<file path="config.mk">
export PLATFORM = sky130hd
export DESIGN_NAME = a2d_spi_resp
export DESIGN_NICKNAME = d
export VERILOG_FILES = /design/src/rtl/a2d_pkg.sv /design/src/rtl/spi_sync_edge.sv /design/src/rtl/a2d_spi_resp.sv
export SDC_FILE = /design/constraint.sdc
export NUM_CORES = 1
export LEC_CHECK = 0
export ABC_CLOCK_PERIOD_IN_PS = 2230
export BUFFER_PORTS_ARGS = -buffer_cell sky130_fd_sc_hd__buf_2
export CORE_MARGIN = 4
export CORE_UTILIZATION = 50
export DETAILED_ROUTE_END_ITERATION = 12
export GPL_TIMING_DRIVEN = 0
export PLACE_DENSITY = 0.79
export SLEW_MARGIN = 20
export SYNTH_ARGS = -nofsm -noshare
export SYNTH_HDL_FRONTEND = slang
export SYNTH_HIERARCHICAL = 1
export SYNTH_SLANG_ARGS = --single-unit
</file>
<file path="constraint.sdc">
create_clock -name clk -period 2.23 [get_ports clk]
set_input_delay 0.223 -clock clk [delete_from_list [all_inputs] [get_ports clk]]
set_output_delay 0.223 -clock clk [all_outputs]
set_load 0.005 [all_outputs]
</file>
<file path="src/rtl/a2d_pkg.sv">
// a2d_pkg: shared constants and state type for the A2D SPI responder
package a2d_pkg;
    localparam int FRAME_BITS = 16;
    localparam int CMD_LSB    = 11;
    localparam int CHNL_W     = 3;
    localparam int RES_W      = 12;
    typedef enum logic [1:0] {IDLE, SHIFT, FINISH} resp_state_t;
endpackage

</file>
<file path="src/rtl/spi_sync_edge.sv">
// spi_sync_edge: multi-stage synchronizer with rise/fall pulses on the synchronized value
module spi_sync_edge #(
    parameter int   STAGES  = 2,
    parameter logic RST_VAL = 1'b1
) (
    input  logic clk,
    input  logic rst_n,
    input  logic d,
    output logic rise,
    output logic fall
);
    // sr[STAGES-1] is the synchronized value, sr[STAGES] its previous cycle
    logic [STAGES:0] sr;
    always_ff @(posedge clk or negedge rst_n)
        if (!rst_n) sr <= {(STAGES+1){RST_VAL}};
        else sr <= {sr[STAGES-1:0], d};
    assign rise = sr[STAGES-1] & ~sr[STAGES];
    assign fall = ~sr[STAGES-1] & sr[STAGES];
endmodule

</file>
<file path="src/rtl/a2d_spi_resp.sv">
// a2d_spi_resp: SPI responder emulating an 8-channel 12-bit A2D with a loadable channel bank
module a2d_spi_resp
    import a2d_pkg::*;
#(
    parameter int               SYNC_STAGES = 2,
    parameter logic [RES_W-1:0] DFLT_VAL    = '0
) (
    input  logic              clk,
    input  logic              rst_n,
    input  logic              SS_n,
    input  logic              SCLK,
    input  logic              MOSI,
    output logic              MISO,
    input  logic              wr_en,
    input  logic [CHNL_W-1:0] wr_chnnl,
    input  logic [RES_W-1:0]  wr_data,
    output logic              cmd_vld,
    output logic [CHNL_W-1:0] cmd_chnnl,
    output logic              frm_err
);
    resp_state_t            state, state_nxt;
    logic [FRAME_BITS-1:0]  shft_reg;
    logic [4:0]             bit_cnt;
    logic [RES_W-1:0]       bank [2**CHNL_W];
    logic [SYNC_STAGES-1:0] mosi_sr;
    logic ss_rise, ss_fall, sclk_rise, sclk_fall_unused;
    logic load, shift, frame_ok;

    spi_sync_edge #(.STAGES(SYNC_STAGES), .RST_VAL(1'b1)) u_ss (
        .clk(clk), .rst_n(rst_n), .d(SS_n), .rise(ss_rise), .fall(ss_fall)
    );
    spi_sync_edge #(.STAGES(SYNC_STAGES), .RST_VAL(1'b1)) u_sclk (
        .clk(clk), .rst_n(rst_n), .d(SCLK), .rise(sclk_rise), .fall(sclk_fall_unused)
    );

    always_ff @(posedge clk or negedge rst_n)
        if (!rst_n) mosi_sr <= '0;
        else mosi_sr <= {mosi_sr[SYNC_STAGES-2:0], MOSI};

    always_ff @(posedge clk or negedge rst_n)
        if (!rst_n) for (int i = 0; i < 2**CHNL_W; i++) bank[i] <= DFLT_VAL;
        else if (wr_en) bank[wr_chnnl] <= wr_data;

    always_ff @(posedge clk or negedge rst_n)
        if (!rst_n) state <= IDLE;
        else state <= state_nxt;

    always_comb begin
        load      = state == IDLE && ss_fall;
        shift     = state == SHIFT && sclk_rise && !ss_rise;
        frame_ok  = bit_cnt == 5'(FRAME_BITS);
        state_nxt = load ? SHIFT :
                    (state == SHIFT && ss_rise) ? FINISH :
                    (state == FINISH) ? IDLE : state;
    end

    // Response is loaded from the channel of the previous valid frame
    always_ff @(posedge clk or negedge rst_n)
        if (!rst_n) begin
            shft_reg  <= '0;
            bit_cnt   <= '0;
            cmd_chnnl <= '0;
            cmd_vld   <= 1'b0;
            frm_err   <= 1'b0;
        end else begin
            cmd_vld <= state == FINISH && frame_ok;
            frm_err <= state == FINISH && !frame_ok;
            if (state == FINISH && frame_ok) cmd_chnnl <= shft_reg[CMD_LSB +: CHNL_W];
            if (load) begin
                shft_reg <= {{(FRAME_BITS-RES_W){1'b0}}, bank[cmd_chnnl]};
                bit_cnt  <= '0;
            end else if (shift) begin
                shft_reg <= {shft_reg[FRAME_BITS-2:0], mosi_sr[SYNC_STAGES-1]};
                bit_cnt  <= bit_cnt + 5'(bit_cnt != 5'd31);
            end
        end

    assign MISO = state == SHIFT && shft_reg[FRAME_BITS-1];
endmodule

</file>
==> results of run 1 <==
[worst paths after layout]
| path | slack, ps | to | startpoint | cells after the start |
|---|---|---|---|---|
| min | 130 | bank[86] | wr_data[2] | 2 |
| min in group asynchronous | 340 | bank[24] | rst_n | 2 |
| max reg2reg | 330 | shft_reg[5] | cmd_chnnl[1] | 5 |
| min reg2reg | 350 | u_sclk/sr[1] | u_sclk/sr[0] | 0 |
| max | 330 | shft_reg[5] | cmd_chnnl[1] | 5 |
| max in group asynchronous | 1150 | bank[8] | rst_n | 3 |
[metrics by stage]
| step | setup TNS (ps) | power, mW | util [%] | cell area, µm² | setup slack [ps] |
|---|---|---|---|---|---|
| finish | 0 | 6.87 | 59.3 | 6830 | 329 |
| global route | 0 | 7.21 | 59.3 | 6830 | 214 |
| floorplan | 0 | 4.07 | - | 5920 | 573 |
| detailed placement | 0 | 4.43 | 54.4 | 6260 | 377 |
| global placement | -77680 | 4.32 | 54.1 | 6230 | -626 |
| CTS | 0 | 6.91 | 59.3 | 6830 | 364 |
[power groups by stage]
stage	logic, mW	registers, mW	clock network [mW]
after floorplan	0.876	3.20	0
after global placement	1.07	3.25	0
after detailed placement	1.13	3.30	0
after CTS	1.15	3.26	2.50
after global routing	1.28	3.32	2.61
final	1.14	3.26	2.46
[cells in the final DEF, fill, tap and decap left out, types with 2 or more instances in the layout]
cell type        n
a21oi_1         12
nand4b_1         3
buf_4            4
nand2b_1         4
clkinv_2         4
clkbuf_8         5
nor2_1          10
a221o_1         12
a211oi_1        12
nand2_1          3
dfstp_2          6
ha_1             2
mux2i_1         29
nor3b_2          3
and3b_1          2
dfrtp_1        126
mux2_1           4
clkbuf_1         7
buf_6            5
dlygate4sd3_1    4
xor2_1           3
nand4_1          3
clkbuf_16       17
nor2b_1         15
mux2_2         119
o22ai_1         12
buf_12           2
buf_2           33
[metal layers]
| metal | wire, µm | share of wire, % | up-vias | GRT usage, % |
|---|---|---|---|---|
| li1 | - | - | 1644 | - |
| met1 | 5240 | 43 | 1834 | 23.7 |
| met2 | 6210 | 51 | 66 | 32.9 |
| met3 | 487 | 4.0 | 29 | 5.45 |
| met4 | 251 | 2.1 | 0 | 8.03 |
| met5 | 0 | 0 | - | 0 |
[layout make-up]
cell class | count | area, µm²
Buffer | 25 | 183
Tap cell | 143 | 179
Timing Repair Buffer | 31 | 204
Fill cell | 861 | 4690
Clock inverter | 5 | 27.5
Sequential cell | 132 | 3310
Clock buffer | 23 | 498
Multi-Input combinational cell | 259 | 2430
[worst max-delay path: cells and delay by family (launching register included)]
| family | cells | cell delay [ps] |
|---|---|---|
| AND/OR/NAND/NOR | 1 | 160 |
| AO/OA/AOI/OAI | 3 | 710 |
| buffers and inverters | 1 | 500 |
| flip-flops | 1 | 460 |
==> results.ini, run 1 <==
[cts]
post-cts-setup-buffers=0
cts_resized=0
cts_htree_levels=4
cts_inserted_buffers=17
clock_latency_ps=420
postCtsHoldBufs=4
cts_buffer_depth=2
cts.clk_slew.worst_paths_ps=50
cts_tree=done
root_buffer=clkbuf_16
cts_sinks=132

[cells_and_area]
largest_register_ffs=96
n_antenna_cell=0
area_growth_pct=15.3
finalNonFillerCells=618
nets=489
drive_gt1_share_pct=42.9

[drt]
wl_per_cell_um=19.7
viasPerCell=5.78
dr.first_iter.drc_count=190
drc=0
dr.pass1.iters=5
num_vias=3573
drt_wl_total_um=12200
ant_nets=0

[timing]
maxSlewViolCount=0
hold_viol=0
period_needed_ps=1900
slew_headroom_pct=56.1
holdWs_ps=134
clock_skew_ps=7.35
period_share_pct=85.3
rsz0062_at_grt=no
setup_viol=0
tightest_slew_ps=658
max_freq_ghz=0.526

[placed_design]
gp_congestion=0.806
dp_hpwl_um=7890
placed_cells=586
port_buffers=26

[global_routing]
grt_use_total_pct=19.5
grt.overflow.total=0
grt_pass1_vias=3796
antenna_found_initial=0
grt_max_degree=81
grt_first_pass_wirelength_um=19700

[critical_path]
slowest_stage=clkbuf_1
slowest_delay_ps=500
required_ps=2570
crit_chain=nand2_1 -> clkbuf_1 -> o22ai_1 -> a221o_1 -> a21oi_1
crit_path_max_fanout=10
critPathKind=reg2reg
startpoint_type=flop
endpoint_kind=flop
cp.arrival_ps=2240

[floorplan]
num_rows=39
num_io_pins=27
fp.dieH_um=117
start_util_pct=51.4
die-area_um2=13600
die_w_um=117
core_area_um2=11500

[synthesis]
synth_area_um2=5920
synth.avg_cell_area_um2=14.2
synthesis.instances=416
yosysWarnings=6
syn_nets=439

[outcome]
status=finished clean

[hold_path]
hp-class=in2reg

[pwr]
switchingPower_mw=1.72
swShare_pct=25.0
p_int_mw=5.15
seqPwrFrac_pct=47.6
ir_drop_mv=0.677
power_density_nw_per_um2=1010
p_leak_nw=2.91
combPwrFrac_pct=16.6
clkPwrFrac_pct=35.8

[run]
cap_violations=0

No activity file was read; power rests on OpenSTA's default activity.
==> run 2: changes to the inputs <==
--- a/config.mk
+++ b/config.mk
@@ -5,6 +5,7 @@
 export SDC_FILE = /design/constraint.sdc
 export NUM_CORES = 1
 export LEC_CHECK = 0
+export ABC_AREA = 1
 export ABC_CLOCK_PERIOD_IN_PS = 2230
 export BUFFER_PORTS_ARGS = -buffer_cell sky130_fd_sc_hd__buf_2
 export CORE_MARGIN = 4
==> run 2 against run 1 <==
  * Largest cell class unchanged
  * Via count is 46% higher
  * Maximum frequency is 12% higher
  * First-iteration DRC count grew to 2.8 times the previous value
==> results.ini, run 2 <==
[global_routing]
grt_first_pass_wirelength_um=26300  ; +33%
busiest_layer=met2
grt_pass1_vias=5011  ; +32%
grt_use_total_pct=24.5  ; +5.0 points
grt_max_degree=100  ; +23%
antenna_found_initial=0  ; unchanged
met2_usage_pct=35.6  ; +2.7 points
gr-usage-met1_pct=34.3  ; +11 points
grt.overflow.total=0  ; unchanged
grtUsageMet3_pct=6.68  ; +1.2 points

[placed_design]
gp_congestion=0.912  ; +13%
port_buffers=26  ; unchanged
dp_hpwl_um=10600  ; +35%
placed_cells=929  ; +59%
pre_cts_ws_ps=601  ; +223 ps

[drt]
ant_nets=0  ; unchanged
drt_wl_total_um=16000  ; +31%
viasPerCell=5.40  ; -6.6%
drc=0  ; unchanged
dr.pass1.iters=5  ; unchanged
dr.first_iter.drc_count=536  ; +180%
wl_per_cell_um=16.6  ; -16%
num_vias=5209  ; +46%

[cts]
root_buffer=clkbuf_16
clock_latency_ps=430  ; about the same
cts_sinks=132  ; unchanged
cts_inserted_buffers=17  ; unchanged
cts.clk_slew.worst_paths_ps=60  ; about the same
cts_buffer_depth=2  ; unchanged
cts_resized=0  ; unchanged
cts_htree_levels=4  ; unchanged
cts_tree=done

[critical_path]
startpoint_type=flop
endpoint_kind=flop
required_ps=2540  ; -30 ps
cp.arrival_ps=2000  ; -240 ps
critPathKind=reg2reg
crit_path_max_fanout=10  ; unchanged

[synthesis]
syn_nets=782  ; +78%
yosysWarnings=6  ; unchanged
synth.avg_cell_area_um2=7.95  ; -44%
synthesis.instances=759  ; +82%
synth_area_um2=6040  ; +1.9%

[cells_and_area]
finalNonFillerCells=965  ; +56%
final_util_pct=60.9  ; +1.6 points
n_antenna_cell=0  ; unchanged
mostFrequentLayoutCells=nand2_1, dfrtp_1, o21ai_0
nets=832  ; +70%
drive_gt1_share_pct=11.3  ; -32 points
final_common_cell=nand2_1
area_growth_pct=17.1
largest_register_ffs=96  ; unchanged

[timing]
slew_headroom_pct=57.3  ; +1.2 points
tightest_slew_ps=635  ; -22.4 ps
period_share_pct=75.8  ; -9.5 points
setup-tns-final_ps=0  ; unchanged
setup_ws_ps=540  ; +211 ps
rsz0062_at_grt=no
max_freq_ghz=0.592  ; +12%
clock_skew_ps=7.46  ; +0.103 ps
period_needed_ps=1690  ; -211 ps
hold_viol=0  ; unchanged
setup_viol=0  ; unchanged
maxSlewViolCount=0  ; unchanged

[run]
cap_violations=0  ; unchanged

[floorplan]
fp.dieH_um=118  ; +0.89%
core_area_um2=11600  ; +0.85%
die_w_um=118  ; +0.89%
num_rows=39  ; unchanged
die-area_um2=13900  ; +1.8%
num_io_pins=27  ; unchanged
start_util_pct=52.0  ; +0.55 points

[hold_path]
hp-class=in2reg

[pwr]
power.total_mw=7.35  ; +7.0%
p_leak_nw=3.58  ; +23%
ir_drop_mv=0.571  ; -16%
power_density_nw_per_um2=1040  ; +3.4%

[outcome]
status=finished clean

==> run 2: metrics by stage <==
step           instance area, µm²  hold WS [ps]
5_1_grt                      7070          29.4
2_1_floorplan                6040         -72.6
3_5_place_dp                 6380          98.0
4_1_cts                      7070          4.60
6_report                     7070          16.0
3_3_place_gp                 6340           330
==> run 2: power by group <==
part           internal (mW)  total (mW)  leakage [nW]  switching (mW)
logic                  0.408        1.08          1.63           0.674
clock network           2.01        3.08         0.309            1.07
registers               2.90        3.18          1.65           0.278
total                   5.32        7.35          3.58            2.03
==> run 2: path summary, 6_finish.rpt <==
kind	startpoint	endpoint	slack [ps]	cells after the start
max	cmd_chnnl[0]	shft_reg[3]	540	7
min	wr_data[4]	bank[4]	20	3
max reg2reg	cmd_chnnl[0]	shft_reg[3]	540	7
min reg2reg	u_sclk/sr[0]	u_sclk/sr[1]	360	0
max in group asynchronous	rst_n	shft_reg[3]	1200	3
min in group asynchronous	rst_n	bank[21]	250	2
==> run 2: worst max-delay path, cell delays in order, from the launching register on <==
cell,delay [ps]
dfrtp_1,440
inv_2,100
clkbuf_1,450
nand2_1,130
nand3_1,140
nand3_1,120
nand3_1,130
a21oi_1,70
==> run 2: timing repair <==
item | in CTS | in global routing
endpoints found under the hold margin | 36 | 0
hold buffers | 4 | 0
buffers inserted | 0 | 0
setup endpoints to repair | 0 | 0
==> run 2: cell type report <==
cell class | count | area, µm²
well taps | 143 | 179
inverters | 106 | 400
clock inverters | 13 | 205
fillers | 1003 | 4540
repair buffers | 31 | 208
plain buffers | 38 | 173
flip-flops and latches | 132 | 3310
clock buffers | 19 | 443
multi-input cells | 483 | 2150
==> run 2: layer usage <==
metal  vias to the layer above  wire, µm
met5                         -         0
met4                         0       521
met3                        43      1390
met2                       219      7260
met1                      2457      6800
li1                       2490         -
